$ cat src/rtl/mips_pipe_pkg.sv
// Shared definitions for the MIPS pipeline registers: control bundle layout
// and the all-zero bubble encoding.
package mips_pipe_pkg;

  localparam int CTRL_W     = 14;
  localparam int CTRL_MEMRD = 5;

  localparam logic [CTRL_W-1:0] CTRL_BUBBLE = 14'b0;

  // Field order mirrors the bit indices BNE=13 down to JUMP=0.
  typedef struct packed {
    logic       bne;
    logic       beq;
    logic [2:0] aluop;
    logic       alusrc;
    logic       regwr;
    logic       memwr;
    logic       memrd;
    logic       memtoreg;
    logic       shamtsel;
    logic       regorpc;
    logic       alumemorpc;
    logic       jump;
  } ctrl_t;

endpackage

$ cat src/rtl/load_use_detector.sv
// Combinational load-use hazard detection between the instruction in EX and
// the one in ID; kept standalone so a forwarding unit can share it.
module load_use_detector (
  input  logic       ex_valid_i,
  input  logic       ex_memrd_i,
  input  logic [4:0] ex_wr_reg_i,
  input  logic [4:0] id_rs_i,
  input  logic [4:0] id_rt_i,
  input  logic       flush_i,
  output logic       hazard_o
);

  logic dest_nonzero_s;
  logic src_match_s;

  // $0 is hardwired to zero, so a load into it never creates a dependency.
  always_comb begin
    dest_nonzero_s = (ex_wr_reg_i != 5'd0);
    src_match_s    = (ex_wr_reg_i == id_rs_i) | (ex_wr_reg_i == id_rt_i);
    hazard_o       = ex_valid_i & ex_memrd_i & dest_nonzero_s & src_match_s & ~flush_i;
  end

endmodule

$ cat src/rtl/id_ex_stage_register.sv
// ID/EX pipeline register with load-use bubble insertion, flush, external
// hold and a saturating bubble counter.
module id_ex_stage_register
  import mips_pipe_pkg::*;
#(
  parameter int NBits    = 32,
  parameter int CNT_BITS = 16
) (
  input  logic                clk,
  input  logic                reset,
  input  logic                Stall,
  input  logic                Flush,
  input  logic [CTRL_W-1:0]   ID_Control,
  input  logic [NBits-1:0]    ID_PCPlus4,
  input  logic [NBits-1:0]    ID_ReadData1,
  input  logic [NBits-1:0]    ID_ReadData2,
  input  logic [NBits-1:0]    ID_InmmediateExtend,
  input  logic [NBits-1:0]    ID_ShamtExtend,
  input  logic [4:0]          ID_Rs,
  input  logic [4:0]          ID_Rt,
  input  logic [4:0]          ID_WriteRegister,
  output logic [CTRL_W-1:0]   EX_Control,
  output logic [NBits-1:0]    EX_PCPlus4,
  output logic [NBits-1:0]    EX_ReadData1,
  output logic [NBits-1:0]    EX_ReadData2,
  output logic [NBits-1:0]    EX_InmmediateExtend,
  output logic [NBits-1:0]    EX_ShamtExtend,
  output logic [4:0]          EX_Rs,
  output logic [4:0]          EX_Rt,
  output logic [4:0]          EX_WriteRegister,
  output logic                EX_Valid,
  output logic                HazardStall,
  output logic [CNT_BITS-1:0] BubbleCount
);

  logic [CTRL_W-1:0]   ctrl_q, ctrl_d;
  logic [NBits-1:0]    pc_q, pc_d;
  logic [NBits-1:0]    rd1_q, rd1_d;
  logic [NBits-1:0]    rd2_q, rd2_d;
  logic [NBits-1:0]    imm_q, imm_d;
  logic [NBits-1:0]    shamt_q, shamt_d;
  logic [4:0]          rs_q, rs_d;
  logic [4:0]          rt_q, rt_d;
  logic [4:0]          wr_q, wr_d;
  logic                valid_q, valid_d;
  logic [CNT_BITS-1:0] cnt_q, cnt_d;
  logic                hazard_s;
  logic                bubble_s;

  load_use_detector u_load_use_detector (
    .ex_valid_i  (valid_q),
    .ex_memrd_i  (ctrl_q[CTRL_MEMRD]),
    .ex_wr_reg_i (wr_q),
    .id_rs_i     (ID_Rs),
    .id_rt_i     (ID_Rt),
    .flush_i     (Flush),
    .hazard_o    (hazard_s)
  );

  // A bubble is loaded on flush, or on a hazard that is not masked by a hold.
  always_comb begin
    bubble_s = Flush | (~Stall & hazard_s);
  end

  // Next-state selection: flush > stall > hazard > normal capture.
  always_comb begin
    ctrl_d  = ctrl_q;
    pc_d    = pc_q;
    rd1_d   = rd1_q;
    rd2_d   = rd2_q;
    imm_d   = imm_q;
    shamt_d = shamt_q;
    rs_d    = rs_q;
    rt_d    = rt_q;
    wr_d    = wr_q;
    valid_d = valid_q;
    if (Stall && !Flush) begin
      valid_d = valid_q;
    end else if (bubble_s) begin
      ctrl_d  = CTRL_BUBBLE;
      pc_d    = '0;
      rd1_d   = '0;
      rd2_d   = '0;
      imm_d   = '0;
      shamt_d = '0;
      rs_d    = 5'd0;
      rt_d    = 5'd0;
      wr_d    = 5'd0;
      valid_d = 1'b0;
    end else begin
      ctrl_d  = ID_Control;
      pc_d    = ID_PCPlus4;
      rd1_d   = ID_ReadData1;
      rd2_d   = ID_ReadData2;
      imm_d   = ID_InmmediateExtend;
      shamt_d = ID_ShamtExtend;
      rs_d    = ID_Rs;
      rt_d    = ID_Rt;
      wr_d    = ID_WriteRegister;
      valid_d = 1'b1;
    end
  end

  // Pipeline state; reset leaves a bubble in EX.
  always_ff @(posedge clk or posedge reset) begin
    if (reset) begin
      ctrl_q  <= CTRL_BUBBLE;
      pc_q    <= '0;
      rd1_q   <= '0;
      rd2_q   <= '0;
      imm_q   <= '0;
      shamt_q <= '0;
      rs_q    <= 5'd0;
      rt_q    <= 5'd0;
      wr_q    <= 5'd0;
      valid_q <= 1'b0;
    end else begin
      ctrl_q  <= ctrl_d;
      pc_q    <= pc_d;
      rd1_q   <= rd1_d;
      rd2_q   <= rd2_d;
      imm_q   <= imm_d;
      shamt_q <= shamt_d;
      rs_q    <= rs_d;
      rt_q    <= rt_d;
      wr_q    <= wr_d;
      valid_q <= valid_d;
    end
  end

  // Saturating bubble counter.
  always_comb begin
    if (bubble_s && (cnt_q != {CNT_BITS{1'b1}})) begin
      cnt_d = cnt_q + CNT_BITS'(1);
    end else begin
      cnt_d = cnt_q;
    end
  end

  // Counter register.
  always_ff @(posedge clk or posedge reset) begin
    if (reset) begin
      cnt_q <= '0;
    end else begin
      cnt_q <= cnt_d;
    end
  end

  assign EX_Control          = ctrl_q;
  assign EX_PCPlus4          = pc_q;
  assign EX_ReadData1        = rd1_q;
  assign EX_ReadData2        = rd2_q;
  assign EX_InmmediateExtend = imm_q;
  assign EX_ShamtExtend      = shamt_q;
  assign EX_Rs               = rs_q;
  assign EX_Rt               = rt_q;
  assign EX_WriteRegister    = wr_q;
  assign EX_Valid            = valid_q;
  assign HazardStall         = hazard_s;
  assign BubbleCount         = cnt_q;

endmodule

$ cat config.mk
export PLATFORM = sky130hd
export DESIGN_NAME = id_ex_stage_register
export DESIGN_NICKNAME = d
export VERILOG_FILES = /design/src/rtl/mips_pipe_pkg.sv /design/src/rtl/load_use_detector.sv /design/src/rtl/id_ex_stage_register.sv
export SDC_FILE = /design/constraint.sdc
export NUM_CORES = 1
export LEC_CHECK = 0
export BUFFER_PORTS_ARGS = -buffer_cell sky130_fd_sc_hd__buf_2
export CORE_MARGIN = 2
export CORE_UTILIZATION = 35
export CTS_BUF_LIST = sky130_fd_sc_hd__clkbuf_4
export CTS_CLUSTER_DIAMETER = 200
export DETAILED_ROUTE_END_ITERATION = 12
export GPL_ROUTABILITY_DRIVEN = 0
export SLEW_MARGIN = 40
export SYNTH_ARGS = -nofsm -noshare
export SYNTH_HDL_FRONTEND = slang
export SYNTH_SLANG_ARGS = --single-unit
$ cat constraint.sdc
create_clock -name clk -period 9.15 [get_ports clk]
set_input_delay 1.83 -clock clk [delete_from_list [all_inputs] [get_ports clk]]
set_output_delay 1.83 -clock clk [all_outputs]
set_load 0.03 [all_outputs]
==> flow_summary.json <==
{
  "worstPathArrival_ns": 3.39,
  "critical_path.reg2reg.startpoint": "EX_WriteRegister[4]$_DFFE_PP0N_",
  "synth_seq_cells": 206,
  "top_level_ports": 400,
  "drcViolationCount": 0,
  "clock_h_tree_levels": 2,
  "cts.sink_count": 206,
  "power.ir.vdd_worst_uv": 132.0,
  "status": "complete, no violations",
  "post_drt_wl_per_cell_microns": 16.16,
  "multi_input_area_sq_mm": 0.003600,
  "grt_start_max_net_pins": 190,
  "fin_worst_skew_ns": 0.03095,
  "worst_setup_path_end_kind": "output pin",
  "maxSlewViolCount": 0,
  "timing.setup.critical_path_class": "primary input to output pin",
  "synthToLayoutAreaGrowth_pct": 31.09,
  "cts-root-to-sink-buffers": 3,
  "final.hold.worst_slack_ns": 0.4894,
  "critical_path.startpoint_type": "primary input",
  "post-layout-total-power_mw": 2.209,
  "crit_required_ns": 7.32,
  "timing.critical_path.from": "ID_Rt[1]",
  "via_per_inst": 4.846,
  "power_density_relative_to_cell_area_mw_per_mm2": 183.6,
  "first_global_vias": 7928,
  "layout.cells.most_common": "sky130_fd_sc_hd__buf_2",
  "ys_warn_count": 0,
  "synth_sequential_area_ratio": 0.5618,
  "postSynthAreaPerCell_sq_um": 9.846,
  "cts.clk_slew.worst_paths_ns": 0.06,
  "crit_path_end": "HazardStall",
  "ff_latch_area_sq_mm": 0.005155,
  "post_cts.resized_instances": 0,
  "share_of_the_synthesized_area_in_the_top_cell_type": 0.5618,
  "worst_pin_slew_ns": 0.7858,
  "drtAntennaViolNets": 0,
  "synth_top_area_cells": "sky130_fd_sc_hd__dfrtp_1, sky130_fd_sc_hd__nand3b_1, sky130_fd_sc_hd__a21oi_1",
  "max_cap_viol_count": 0,
  "detailedPlacementHpwl_microns": 17660,
  "place.port_buffers": 399,
  "postRouteWirelength_microns": 27390,
  "synthesis.instances": 932,
  "drive_gt1_frac": 0.3710,
  "initial_core_util": 0.3541,
  "design.final.nets": 1504,
  "grt_pass1_wl_microns": 43400,
  "mappedNetlistNets": 1126,
  "grt_overflow_total": 0,
  "finalHoldViolCount": 0,
  "placedCellCount": 1586,
  "fp.coreArea_sq_mm": 0.02591,
  "numCtsBuffers": 56,
  "synth.cell_area_sq_mm": 0.009176,
  "min_period_ns": 5.224,
  "die_area_sq_mm": 0.02753,
  "post_cts.repair.setup_buffers": 0,
  "clock_tree.root_cell": "sky130_fd_sc_hd__clkbuf_4",
  "crit_fanout": 3,
  "final_min_period_over_clock_period": 0.5709,
  "reg2reg_slack_ns": 6.43,
  "clk-insertion-delay-late_ns": 0.65,
  "num-fill-cells": 2574,
  "yosysUniqueCellTypes": 32,
  "relative_slew_slack": 0.4761,
  "std_cell_rows": 59,
  "setup_violation_total_in_the_final_timing_report": 0,
  "grt_setup_unrepaired": "no",
  "synth.largest_area_cell": "sky130_fd_sc_hd__dfrtp_1",
  "floorplan.die.height_microns": 165.9,
  "holdCritPathClass": "flop to flop",
  "mostFrequentLayoutCells": "sky130_fd_sc_hd__buf_2, sky130_fd_sc_hd__dfrtp_1, sky130_fd_sc_hd__nand2_1",
  "detailedPlace.worstSlack_ns": 3.923,
  "final_cell_count_no_fill": 1695,
  "fmax_ghz": 0.1914,
  "grt_antenna_before_repair": 8,
  "die_width_microns": 165.9,
  "crit-reg2reg-capture": "EX_ReadData1[21]$_DFFE_PP0N_",
  "detailedRoute.firstPassIterationCount": 5,
  "post_cts_hold_buffer_count": 0,
  "routed_via_count": 8214,
  "setup_ws_ns": 3.926,
  "setup_total_negative_slack_ns": 0,
  "leakage_dissipation_nw": 6.098,
  "grtUsageTotal": 0.1919,
  "cts_tree": "done",
  "drt_iter0_markers": 457,
  "ff2ff_path_depth": 8
}
[synthesized netlist by cell type]
library cell / instances
sky130_fd_sc_hd__nand4_1: 1
sky130_fd_sc_hd__xor2_1: 12
sky130_fd_sc_hd__nor3b_1: 2
sky130_fd_sc_hd__mux2_2: 1
sky130_fd_sc_hd__nand3_1: 6
sky130_fd_sc_hd__nand3b_1: 189
sky130_fd_sc_hd__o21a_1: 1
sky130_fd_sc_hd__o2111ai_1: 1
sky130_fd_sc_hd__or4_1: 1
sky130_fd_sc_hd__inv_1: 2
sky130_fd_sc_hd__and4_1: 2
sky130_fd_sc_hd__nor2_1: 5
sky130_fd_sc_hd__o31a_1: 2
sky130_fd_sc_hd__nor4b_1: 2
sky130_fd_sc_hd__nor3_1: 4
sky130_fd_sc_hd__a21oi_1: 190
sky130_fd_sc_hd__nand2_1: 198
sky130_fd_sc_hd__mux2_1: 1
sky130_fd_sc_hd__nor4_1: 1
sky130_fd_sc_hd__dfrtp_1: 206
sky130_fd_sc_hd__clkbuf_1: 63
sky130_fd_sc_hd__xnor2_1: 12
sky130_fd_sc_hd__a21oi_4: 1
sky130_fd_sc_hd__o22ai_1: 1
sky130_fd_sc_hd__nand2b_1: 1
sky130_fd_sc_hd__buf_4: 2
sky130_fd_sc_hd__and3_1: 1
sky130_fd_sc_hd__and3b_1: 1
sky130_fd_sc_hd__ha_1: 1
sky130_fd_sc_hd__a21boi_0: 1
sky130_fd_sc_hd__buf_6: 12
sky130_fd_sc_hd__buf_2: 9
[flip-flops by register name (all words and copies together) (netlist names)]
signal and flops:
EX_ReadData1 32, EX_InmmediateExtend 32, BubbleCount 16, EX_Rs 5, EX_Control 14, EX_Valid 1
EX_PCPlus4 32, EX_ShamtExtend 32, EX_WriteRegister 5, EX_Rt 5, EX_ReadData2 32
[critical path, stage by stage]
cell,delay (ns)
sky130_fd_sc_hd__buf_2,0.12
sky130_fd_sc_hd__xnor2_1,0.18
sky130_fd_sc_hd__nand3_1,0.10
sky130_fd_sc_hd__o22ai_1,0.47
sky130_fd_sc_hd__o2111ai_4,0.22
sky130_fd_sc_hd__nor2_1,0.23
sky130_fd_sc_hd__buf_2,0.25
[cells by family after synthesis]
group,after synthesis,synth area share
AND/OR/NAND/NOR,414,0.2531
flip-flops,206,0.5618
AO/OA/AOI/OAI,197,0.1106
buffers and inverters,88,0.04786
XOR/XNOR,24,0.02291
multiplexers,2,0.002454
adder cells (fa/ha/maj),1,0.001363
[cell type report]
class                   count  area share
well taps                 335     0.03485
flip-flops and latches    206      0.4285
clock inverters            16    0.005513
multi-input cells         638      0.2993
inverters                   2    0.001664
repair buffers            406      0.1757
diodes                      7    0.001456
clock buffers              85     0.05305
[worst min-delay path by stage]
| stage | startpoint | end | cells past startpoint |
|---|---|---|---|
| global route | BubbleCount[15]$_DFFE_PP0P_ | BubbleCount[15]$_DFFE_PP0P_ | 1 |
| CTS | BubbleCount[6]$_DFFE_PP0P_ | BubbleCount[6]$_DFFE_PP0P_ | 1 |
| detailed placement | BubbleCount[6]$_DFFE_PP0P_ | BubbleCount[6]$_DFFE_PP0P_ | 1 |
| floorplan | EX_Control[5]$_DFFE_PP0N_ | EX_Control[5]$_DFFE_PP0N_ | 2 |
| finish | BubbleCount[10]$_DFFE_PP0P_ | BubbleCount[10]$_DFFE_PP0P_ | 1 |
| global placement | BubbleCount[6]$_DFFE_PP0P_ | BubbleCount[6]$_DFFE_PP0P_ | 1 |
[power by group]
part	total [mW]	switching [mW]	internal, mW
registers	1.01	0.0421	0.970
logic	0.392	0.260	0.133
clock network	0.805	0.382	0.423
[routing by layer]
layer	track usage	routed length, microns	vias up
li1	-	-	3976
met1	0.2509	11820	3891
met2	0.2998	12970	288
met3	0.05029	1777	59
met4	0.08809	822	0
met5	0	0	-
[stage by stage]
step | utilization | cell area, sq um
3_3_place_gp | 0.4345 | 11260
2_1_floorplan | - | 9176
5_1_grt | 0.4642 | 12030
4_1_cts | 0.4625 | 11980
6_report | 0.4642 | 12030
3_5_place_dp | 0.4353 | 11280
(Power assumes the default switching activity.)
